==> src/rtl/layer_buffer.sv <==
// Double-buffered neuron layer storage: one bank feeds the current layer while the
// other collects its results; a handshake swaps the roles once the output bank is full.
module layer_buffer #(
    parameter int N      = 4,
    parameter int WIDTH  = 16,
    parameter int LAYERS = 3
) (
    input  logic                         clk,
    input  logic                         rst,
    input  logic                         write_enable,
    input  logic [$clog2(N)-1:0]         write_address,
    input  logic [WIDTH-1:0]             in_data,
    input  logic                         load_enable,
    input  logic [$clog2(N)-1:0]         load_address,
    input  logic [WIDTH-1:0]             load_data,
    input  logic                         swap_req,
    output logic                         swap_ack,
    output logic [N*WIDTH-1:0]           out_data,
    output logic [$clog2(N+1)-1:0]       written_count,
    output logic                         bank_full,
    output logic                         bank_sel,
    output logic [$clog2(LAYERS+1)-1:0]  layer_idx,
    output logic                         done,
    output logic                         addr_err
);
    localparam int AW = $clog2(N);
    localparam int CW = $clog2(N + 1);
    localparam int LW = $clog2(LAYERS + 1);

    logic [CW-1:0] count_q, count_d;
    logic [LW-1:0] layer_q, layer_d;
    logic          bank_sel_q, ack_q, done_q, done_d, err_q, err_d;
    logic          wr_ok, ld_ok, accept;
    logic [N-1:0]  new_vec;

    assign wr_ok     = write_enable && (int'(write_address) < N);
    assign ld_ok     = load_enable && (int'(load_address) < N);
    assign bank_full = (count_q == CW'(N));
    assign accept    = swap_req && bank_full;

    genvar gi;
    generate
        for (gi = 0; gi < N; gi++) begin : g_entry
            logic [WIDTH-1:0] b0_q, b1_q;
            logic             valid_q;
            logic             wr_hit, ld_hit;

            assign wr_hit = wr_ok && (write_address == AW'(gi));
            assign ld_hit = ld_ok && (load_address == AW'(gi));

            // Writes target the bank not selected as input; an acceptance-cycle
            // write therefore lands in the bank that becomes the new input bank.
            always_ff @(posedge clk or posedge rst) begin
                if (rst) begin
                    b0_q    <= '0;
                    b1_q    <= '0;
                    valid_q <= 1'b0;
                end else begin
                    if (bank_sel_q) begin
                        if (ld_hit) b1_q <= load_data;
                        if (wr_hit) b0_q <= in_data;
                    end else begin
                        if (ld_hit) b0_q <= load_data;
                        if (wr_hit) b1_q <= in_data;
                    end
                    if (accept)      valid_q <= 1'b0;
                    else if (wr_hit) valid_q <= 1'b1;
                end
            end

            assign new_vec[gi] = wr_hit && !valid_q;
            assign out_data[gi*WIDTH +: WIDTH] = bank_sel_q ? b1_q : b0_q;
        end
    endgenerate

    always_comb begin
        count_d = count_q;
        layer_d = layer_q;
        done_d  = 1'b0;
        err_d   = err_q | (write_enable && !wr_ok) | (load_enable && !ld_ok);
        if (accept) begin
            count_d = '0;
            if (layer_q == LW'(LAYERS - 1)) begin
                layer_d = '0;
                done_d  = 1'b1;
            end else begin
                layer_d = layer_q + 1'b1;
            end
        end else if (|new_vec) begin
            count_d = count_q + 1'b1;
        end
    end

    always_ff @(posedge clk or posedge rst) begin
        if (rst) begin
            count_q    <= '0;
            layer_q    <= '0;
            bank_sel_q <= 1'b0;
            ack_q      <= 1'b0;
            done_q     <= 1'b0;
            err_q      <= 1'b0;
        end else begin
            count_q    <= count_d;
            layer_q    <= layer_d;
            bank_sel_q <= bank_sel_q ^ accept;
            ack_q      <= accept;
            done_q     <= done_d;
            err_q      <= err_d;
        end
    end

    assign swap_ack      = ack_q;
    assign done          = done_q;
    assign addr_err      = err_q;
    assign bank_sel      = bank_sel_q;
    assign layer_idx     = layer_q;
    assign written_count = count_q;
endmodule

==> config.mk <==
export PLATFORM = sky130hd
export DESIGN_NAME = layer_buffer
export DESIGN_NICKNAME = d
export VERILOG_FILES = /design/src/rtl/layer_buffer.sv
export SDC_FILE = /design/constraint.sdc
export NUM_CORES = 1
export LEC_CHECK = 0
export ABC_AREA = 1
export CAP_MARGIN = 20
export CORE_MARGIN = 2
export CORE_UTILIZATION = 57
export DETAILED_ROUTE_END_ITERATION = 16
export GPL_ROUTABILITY_DRIVEN = 0
export GPL_TIMING_DRIVEN = 0
export PLACE_DENSITY = 0.85
export SYNTH_ARGS = -nofsm -noshare
export SYNTH_HDL_FRONTEND = slang
export SYNTH_SLANG_ARGS = --single-unit
==> constraint.sdc <==
create_clock -name clk -period 8.5 [get_ports clk]
set_input_delay 1.7 -clock clk [delete_from_list [all_inputs] [get_ports clk]]
set_output_delay 1.7 -clock clk [all_outputs]
set_load 0.01 [all_outputs]
### After elaboration in Yosys (flattened, before gate mapping)

Index checks and enable logic that the tools add are counted.
W data, S select, Z words.

| operators by class | value |
|---|---|
| reductions and logical operators | 41 |
| add/subtract/negate cells | 2 |
| mux-type cells | 33 |
| bitwise logic cells | 1 |
| equality and inequality tests | 16 |

Operators with widths:

| operator | count |
|---|---|
| $mux W16 | 20 |
| $reduce_bool A2 Y1 | 13 |
| $ne A2 B1 Y1 const B | 8 |
| $reduce_and A2 Y1 | 8 |
| $logic_and A1 B1 Y1 | 13 |
| $eq A2 B2 Y1 const B | 5 |
| $mux W1 | 10 |
| $mux W3 | 2 |
| $eq A2 B1 Y1 const B | 2 |
| $logic_not A1 Y1 | 4 |
| $logic_not A2 Y1 | 2 |
| $reduce_or A4 Y1 | 1 |
| $add A3 B1 Y3 const B | 1 |
| $eq A3 B3 Y1 const B | 1 |
| $add A2 B1 Y2 const B | 1 |
| $mux W2 | 1 |
| $xor A1 B1 Y1 | 1 |

| word-level totals | value |
|---|---|
| flip-flop bits (word level) | 140 |
| logic and storage cells | 110 |

### Longest topological paths before layout

Gate-level depths: netlist of run 1.

| depth | value |
|---|---|
| depth in word-level cells | 6 |
| mapped depth | 9 |
| gate-level depth less buffers | 9 |

### Least setup slack after synthesis of run 1

No wires, ideal clock.

| timing path | value |
|---|---|
| kind | register to output |
| from | reg bank_sel_q, in the netlist bank_sel |
| to | out out_data[56] |
| setup slack | 5.356 ns |
| data arrival time | 1.444 ns |
| stages on the path, launching flop included | 7 |
| data required time | 6.800 ns |
| path through | dfrtp_1 buf_4 buf_6 buf_6 buf_4 buf_2 o21ai_0 |

| on the way | value |
|---|---|
| longest elaborated chain between the ends | 1 |

Ends and longest elaborated chain:

| item | RTL line | text |
|---|---|---|
| start, declared | 32 | `logic bank_sel_q, ack_q, done_q, done_d, err_q, err_d;` |
| start signal, assigned | 105 | `bank_sel_q <= bank_sel_q ^ accept;` |
| $mux W16 | 72 | `assign out_data[gi*WIDTH +: WIDTH] = bank_sel_q ? b1_q : b0_q;` |
| end, declared | 18 | `output logic [N*WIDTH-1:0] out_data,` |

No other way between the ends.

### Worst setup path in the final report of run 1

| timing path | value |
|---|---|
| from | reg bank_sel_q, in the netlist bank_sel |
| to | out out_data[29] |

The elaborated chain is that of the path after synthesis.

==> impl_metrics.ini, run 1 <==
[setup_path]
rrSetupSlack_ns = 6.18
arrival_ns = 2.68
required_ns = 6.80
crit_type = reg2out
worstSetupEndpointType = output port
reg2reg_depth = 6
critPathMaxFanout = 10
timing.rr.end = g_entry[2].b1_q[4]
start_kind = register
r2r-start = bank_sel

[floorplanning]
initial_core_util_pct = 58.63
rows = 39
die_y_um = 112.6
io_pins = 115
core_sq_mm = 0.01147
die_area_sq_mm = 0.01268
die_width_um = 112.6

[global_route]
grtUsageMet3_pct = 12.63
busiest_layer = met2
met2_usage_pct = 53.57
grt_max_degree = 78
grt_pass1_wl_mm = 34.13
grt_use_met1_pct = 44.38
track_usage_pct = 35.65
grt_pass1_vias = 6547
overflow = 0
antenna_found_initial = 0

[place]
dpl.hpwl_mm = 14.58
numPortBuffers = 113

[routing]
drtIter0Drc = 789
drt_first_pass_iters = 8
wl_mm = 21.76
avgRoutedWirePerCell_um = 18.91
ant_nets = 0
via_count = 6633
viasPerCell = 5.763
drc = 0

[pwr]
p_leak_nw = 4.174
ir_worst_vdd_mv = 0.2116
pwr_density_cell_mw_per_mm2 = 417.0
power_w = 0.003628

[final_layout]
multi_input_area_sq_mm = 0.002474
syn2layout_area_growth_pct = 29.42
fillers = 789
seqCellArea_sq_mm = 0.003503
diodes = 0
drive_gt1_share_pct = 8.433
nNetsFinal = 1038

[timing]
skew_ns = 0.004482
report.final.setup_viol = 0
finalCriticalPeriod_ns = 4.379
finalMaxSlewViolations = 0
hold_viol = 0
max_freq_mhz = 228.4
rsz0062_at_grt = no
worst_pin_slew_ns = 1.310
maxSlewHeadroom_pct = 11.78
fin_crit_sh_pct = 51.52
tns_ns = 0

[clocking]
post_cts_buffers = 0
cts_resized = 0
cts_buffer_depth = 2
ctsHoldBuffers = 0
clk_latency_ns = 0.42
htreeDepth = 4
tritoncts = built
cts_buffers = 17
clkTransAtPathRegs_ns = 0.06
cts_sinks = 140
clockRootBuffer = clkbuf_16

[min_path]
min_to = g_entry[1].valid_q
min_from = g_entry[1].valid_q
whs_path_depth = 2
min_path_type = reg2reg

[run]
maxCapViolations = 0

[synthesis]
synthAdderAreaFrac_pct = 0.3722
synth_top_family_by_area = simple AND/OR/NAND/NOR gates
seq_area_frac_synth_pct = 52.11
synth_top_area_share_pct = 52.11
synthTopCellsByArea = dfrtp_1 52%, nand2_1 16%, o21ai_0 13%
ys_types = 26
syn-cell-area_sq_mm = 0.006723
synth_xor_area_share_pct = 0.1303
synth_warnings = 0
synth.mux.area_fraction_pct = 1.340
synthesis.nets = 901
synth_compound_area_share_pct = 15.04
synth-simple-area-share_pct = 19.86
avgSynthCellArea_sq_um = 7.835
netlist.top_cell.by_area = dfrtp_1
ys_seq_elements = 140
synthCells = 858

[run_status]
status = complete, no violations
per-layer routing:
metal | wire length (um) | vias up
li1 | - | 2959
met1 | 8115 | 3083
met2 | 9623 | 465
met3 | 2522 | 126
met4 | 1501 | 0
met5 | 0 | -
synthesized netlist by cell type:
master    number
nor2_2         1
buf_2         19
xor2_1         1
buf_6          2
o21ai_0      176
nand2_2        4
clkbuf_2       4
inv_1        125
mux2i_4        4
buf_4         13
conb_1         1
or2_2          1
a21oi_1        2
nand4_1        2
nor2_1         7
nand2_1      278
clkinv_1       1
nor3_1         3
o21a_1         1
ha_1           2
o21bai_1       3
dfrtp_1      140
inv_2          1
o21ai_1       18
nand3_1       40
clkbuf_1       9
area by class of cell:
| class | count | share of cell area (%) |
|---|---|---|
| clock inverter | 10 | 1.596 |
| inverter | 127 | 5.536 |
| multi-input combinational | 544 | 28.43 |
| sequential | 140 | 40.26 |
| buffer | 47 | 3.092 |
| timing repair buffer | 118 | 13.57 |
| tap | 143 | 2.056 |
| clock buffer | 22 | 5.450 |
power by group:
| part | switching [W] | total [W] | internal (W) |
|---|---|---|---|
| Clock | 0.000283 | 0.000767 | 0.000484 |
| Combinational | 0.00101 | 0.00172 | 0.000712 |
| Sequential | 0.000147 | 0.00114 | 0.000989 |
| Total | 0.00144 | 0.00363 | 0.00218 |
cell families after synthesis:
family | count (synthesis)
simple gates | 336
compound gates | 200
buf+inv | 174
flops | 140
mux | 4
fa+ha+maj | 2
other cells | 1
xor+xnor | 1
how the worst max path moves through the flow:
stage,startpoint,end,cells past startpoint
detailed placement,bank_sel,out_data[27],8
CTS,bank_sel,out_data[27],8
floorplan,rst,bank_sel,1
finish,bank_sel,out_data[29],8
global placement,rst,written_count[1],2
global route,bank_sel,out_data[29],8
critical path, stage by stage (launching register included):
cell and delay [ns]:
dfrtp_1 0.36, buf_4 0.19, buf_6 0.20, buf_6 0.17, buf_2 0.26, buf_2 0.28, nand2_1 0.07, o21ai_0 0.13
clkdlybuf4s50_1 0.60
flip-flops by register name, indices dropped and copies added (netlist names):
register / count
written_count: 3
g_entry.b0_q: 64
layer_idx: 2
g_entry.valid_q: 4
swap_ack: 1
g_entry.b1_q: 64
bank_sel: 1
done: 1
per-stage QoR:
stage          hold slack (ns)  area [sq um]  setup slack (ns)  std cells  util (%)
6_report                0.5036          8701             4.121       1151     75.88
3_5_place_dp            0.4952          8065             4.622       1115     70.33
4_1_cts                 0.5122          8678             4.153       1147     75.68
2_1_floorplan           0.4662          6723             3.047        858         -
5_1_grt                 0.5271          8701             4.023       1151     75.88
3_3_place_gp            0.4819          8033             1.220       1114     70.05
placed cells by master, fill, tap and decap left out, types with 2 or more instances in the layout:
cell and instances:
buf_2 20, o21ai_1 18, nand2_2 4, inv_1 124, clkbuf_8 3, clkinvlp_4 4
clkdlybuf4s50_1 113, clkbuf_2 6, clkbuf_16 17, nor3_1 3, bufinv_16 3, nand3_1 40
clkinv_2 2, clkbuf_1 11, o21ai_0 176, nor2_1 7, dfrtp_1 140, buf_6 2
buf_4 13, nand2_1 278, ha_1 2, a21oi_1 2, nand4_1 2, o21bai_1 3
mux2i_4 4
(Power assumes the default switching activity.)
==> inputs of run 2 (changes only) <==
CORE_UTILIZATION = 53   (was 57)
PLACE_DENSITY = 0.8   (was 0.85)
clock period = 4.28 ns   (was 8.5 ns; I/O delays follow)
==> impl_metrics.ini, run 2 (synthesis results as in run 1) <==
[final_layout]
drive_gt1_share_pct = 8.902
reg_top3 = g_entry.b0_q x64, g_entry.b1_q x64, g_entry.valid_q x4
nNetsFinal = 1041
syn2layout_area_growth_pct = 30.47
final_cells = 1183
diodes = 0
final_cell_mix = 278 x nand2_1, 176 x o21ai_0, 140 x dfrtp_1
layout_commonest_cell = nand2_1
final_area_sq_mm = 0.008771

[floorplanning]
rows = 41
io_pins = 115
core_sq_mm = 0.01252
die_area_sq_mm = 0.01360
initial_core_util_pct = 53.71
die_width_um = 116.6
die_y_um = 116.6

[clocking]
post_cts_buffers = 0
clkTransAtPathRegs_ns = 0.06
cts_buffer_depth = 2
cts_resized = 0
clk_latency_ns = 0.43
cts_sinks = 140
clockRootBuffer = clkbuf_16
cts_buffers = 17
htreeDepth = 4
tritoncts = built
ctsHoldBuffers = 0

[pwr]
comb_power_share_pct = 47.4
power.switching_w = 0.002825
seqPwrFrac_pct = 31.4
p_leak_nw = 4.203
p_int_w = 0.004339
switching_share_pct = 39.43
ir_worst_vdd_mv = 0.3728
pwr_density_cell_mw_per_mm2 = 816.8
clockPowerShare_pct = 21.2

[timing]
maxSlewHeadroom_pct = 7.737
finalCriticalPeriod_ns = 3.595
finalMaxSlewViolations = 0
report.final.setup_viol = 0
holdWs_ns = 0.5063
rsz0062_at_grt = no
skew_ns = 0.004962
max_freq_mhz = 278.2
fin_crit_sh_pct = 83.98
worst_pin_slew_ns = 1.369
setup_slack_ns = 0.6855
hold_viol = 0
tns_ns = 0

[run_status]
status = complete, no violations

[global_route]
grt_pass1_vias = 6252
overflow = 0
track_usage_pct = 33.50
grt_pass1_wl_mm = 33.28
grt_max_degree = 43
antenna_found_initial = 0

[setup_path]
worstSetupEndpointType = output port
arrival_ns = 2.74
critPathMaxFanout = 10
required_ns = 3.42
crit_type = reg2out
start_kind = register

[routing]
via_count = 6502
viasPerCell = 5.496
avgRoutedWirePerCell_um = 18.22
wl_met2_mm = 9.476
wl_met1_mm = 8.390
drc = 0
wl_mm = 21.56
wl_met3_mm = 2.447
drtIter0Drc = 726
ant_nets = 0
drt_first_pass_iters = 6
dr.max_layer_used = met4

[place]
placed_area_sq_mm = 0.008138
place_inst = 1147
post-place-ws_ns = 1.220
dpl.hpwl_mm = 14.79
numPortBuffers = 113

[min_path]
min_path_type = reg2reg

[run]
maxCapViolations = 0
==> run 2: final cells by class <==
| type | instances | area [sq um] |
|---|---|---|
| Fill cell | 1023 | 3746 |
| Sequential cell | 140 | 3503 |
| Multi-Input combinational cell | 544 | 2474 |
| Timing Repair Buffer | 121 | 1219 |
| Inverter | 127 | 480.5 |
| Clock buffer | 20 | 466.7 |
| Buffer | 47 | 269.0 |
| Tap cell | 172 | 215.2 |
| Clock inverter | 12 | 143.9 |
==> run 2: final timing paths <==
path / start / depth (start not counted) / endpoint / slack, ns
max in group asynchronous: rst / 4 / g_entry[0].b1_q[9] / 2.56
max: bank_sel / 8 / out_data[27] / 0.69
min: g_entry[1].valid_q / 2 / g_entry[1].valid_q / 0.51
min reg2reg: g_entry[1].valid_q / 2 / g_entry[1].valid_q / 0.51
max reg2reg: bank_sel / 6 / g_entry[0].b0_q[9] / 1.88
min in group asynchronous: rst / 2 / g_entry[2].b0_q[12] / 0.85
==> run 2: through the flow <==
stage	total power, W	utilization, %
6_report	0.007164	70.07
3_5_place_dp	0.005546	65.01
2_1_floorplan	0.003897	-
5_1_grt	0.007582	70.07
4_1_cts	0.007091	69.89
3_3_place_gp	0.005456	64.49
==> run 2: power by group through the flow <==
stage	sequential [W]	clock [W]	combinational (W)
final	0.00225	0.00152	0.00339
after global routing	0.00232	0.00158	0.00368
after CTS	0.00225	0.00151	0.00333
after detailed placement	0.00226	0	0.00329
after global placement	0.00223	0	0.00322
after floorplan	0.00219	0	0.00170
==> run 2: per-layer routing <==
metal / global-route usage [%] / up-vias
li1: - / 2964
met1: 42.91 / 3027
met2: 50.62 / 426
met3: 10.02 / 85
met4: 19.92 / 0
met5: 0 / -
==> run 2: worst max-delay path, stage by stage (launching register included) <==
cell	delay (ns)
dfrtp_1	0.38
buf_4	0.19
buf_6	0.20
buf_6	0.16
buf_2	0.26
buf_2	0.27
nand2_1	0.11
o21ai_0	0.14
clkdlybuf4s50_1	0.59
==> inputs of run 3 (changes only) <==
clock period = 3.73 ns   (was 4.28 ns; I/O delays follow)
==> results of run 3 <==
Same layout as run 2 (identical final DEF). Status: complete, no violations.
Main changes from that run: setup slack after placement 1.220 ns -> 0.7800 ns; setup slack after layout 0.6855 ns -> 0.2455 ns; register-to-register setup slack 1.88 ns -> 1.33 ns; total power 0.007164 W -> 0.008220 W; worst IR drop on VDD 0.3728 mV -> 0.4277 mV
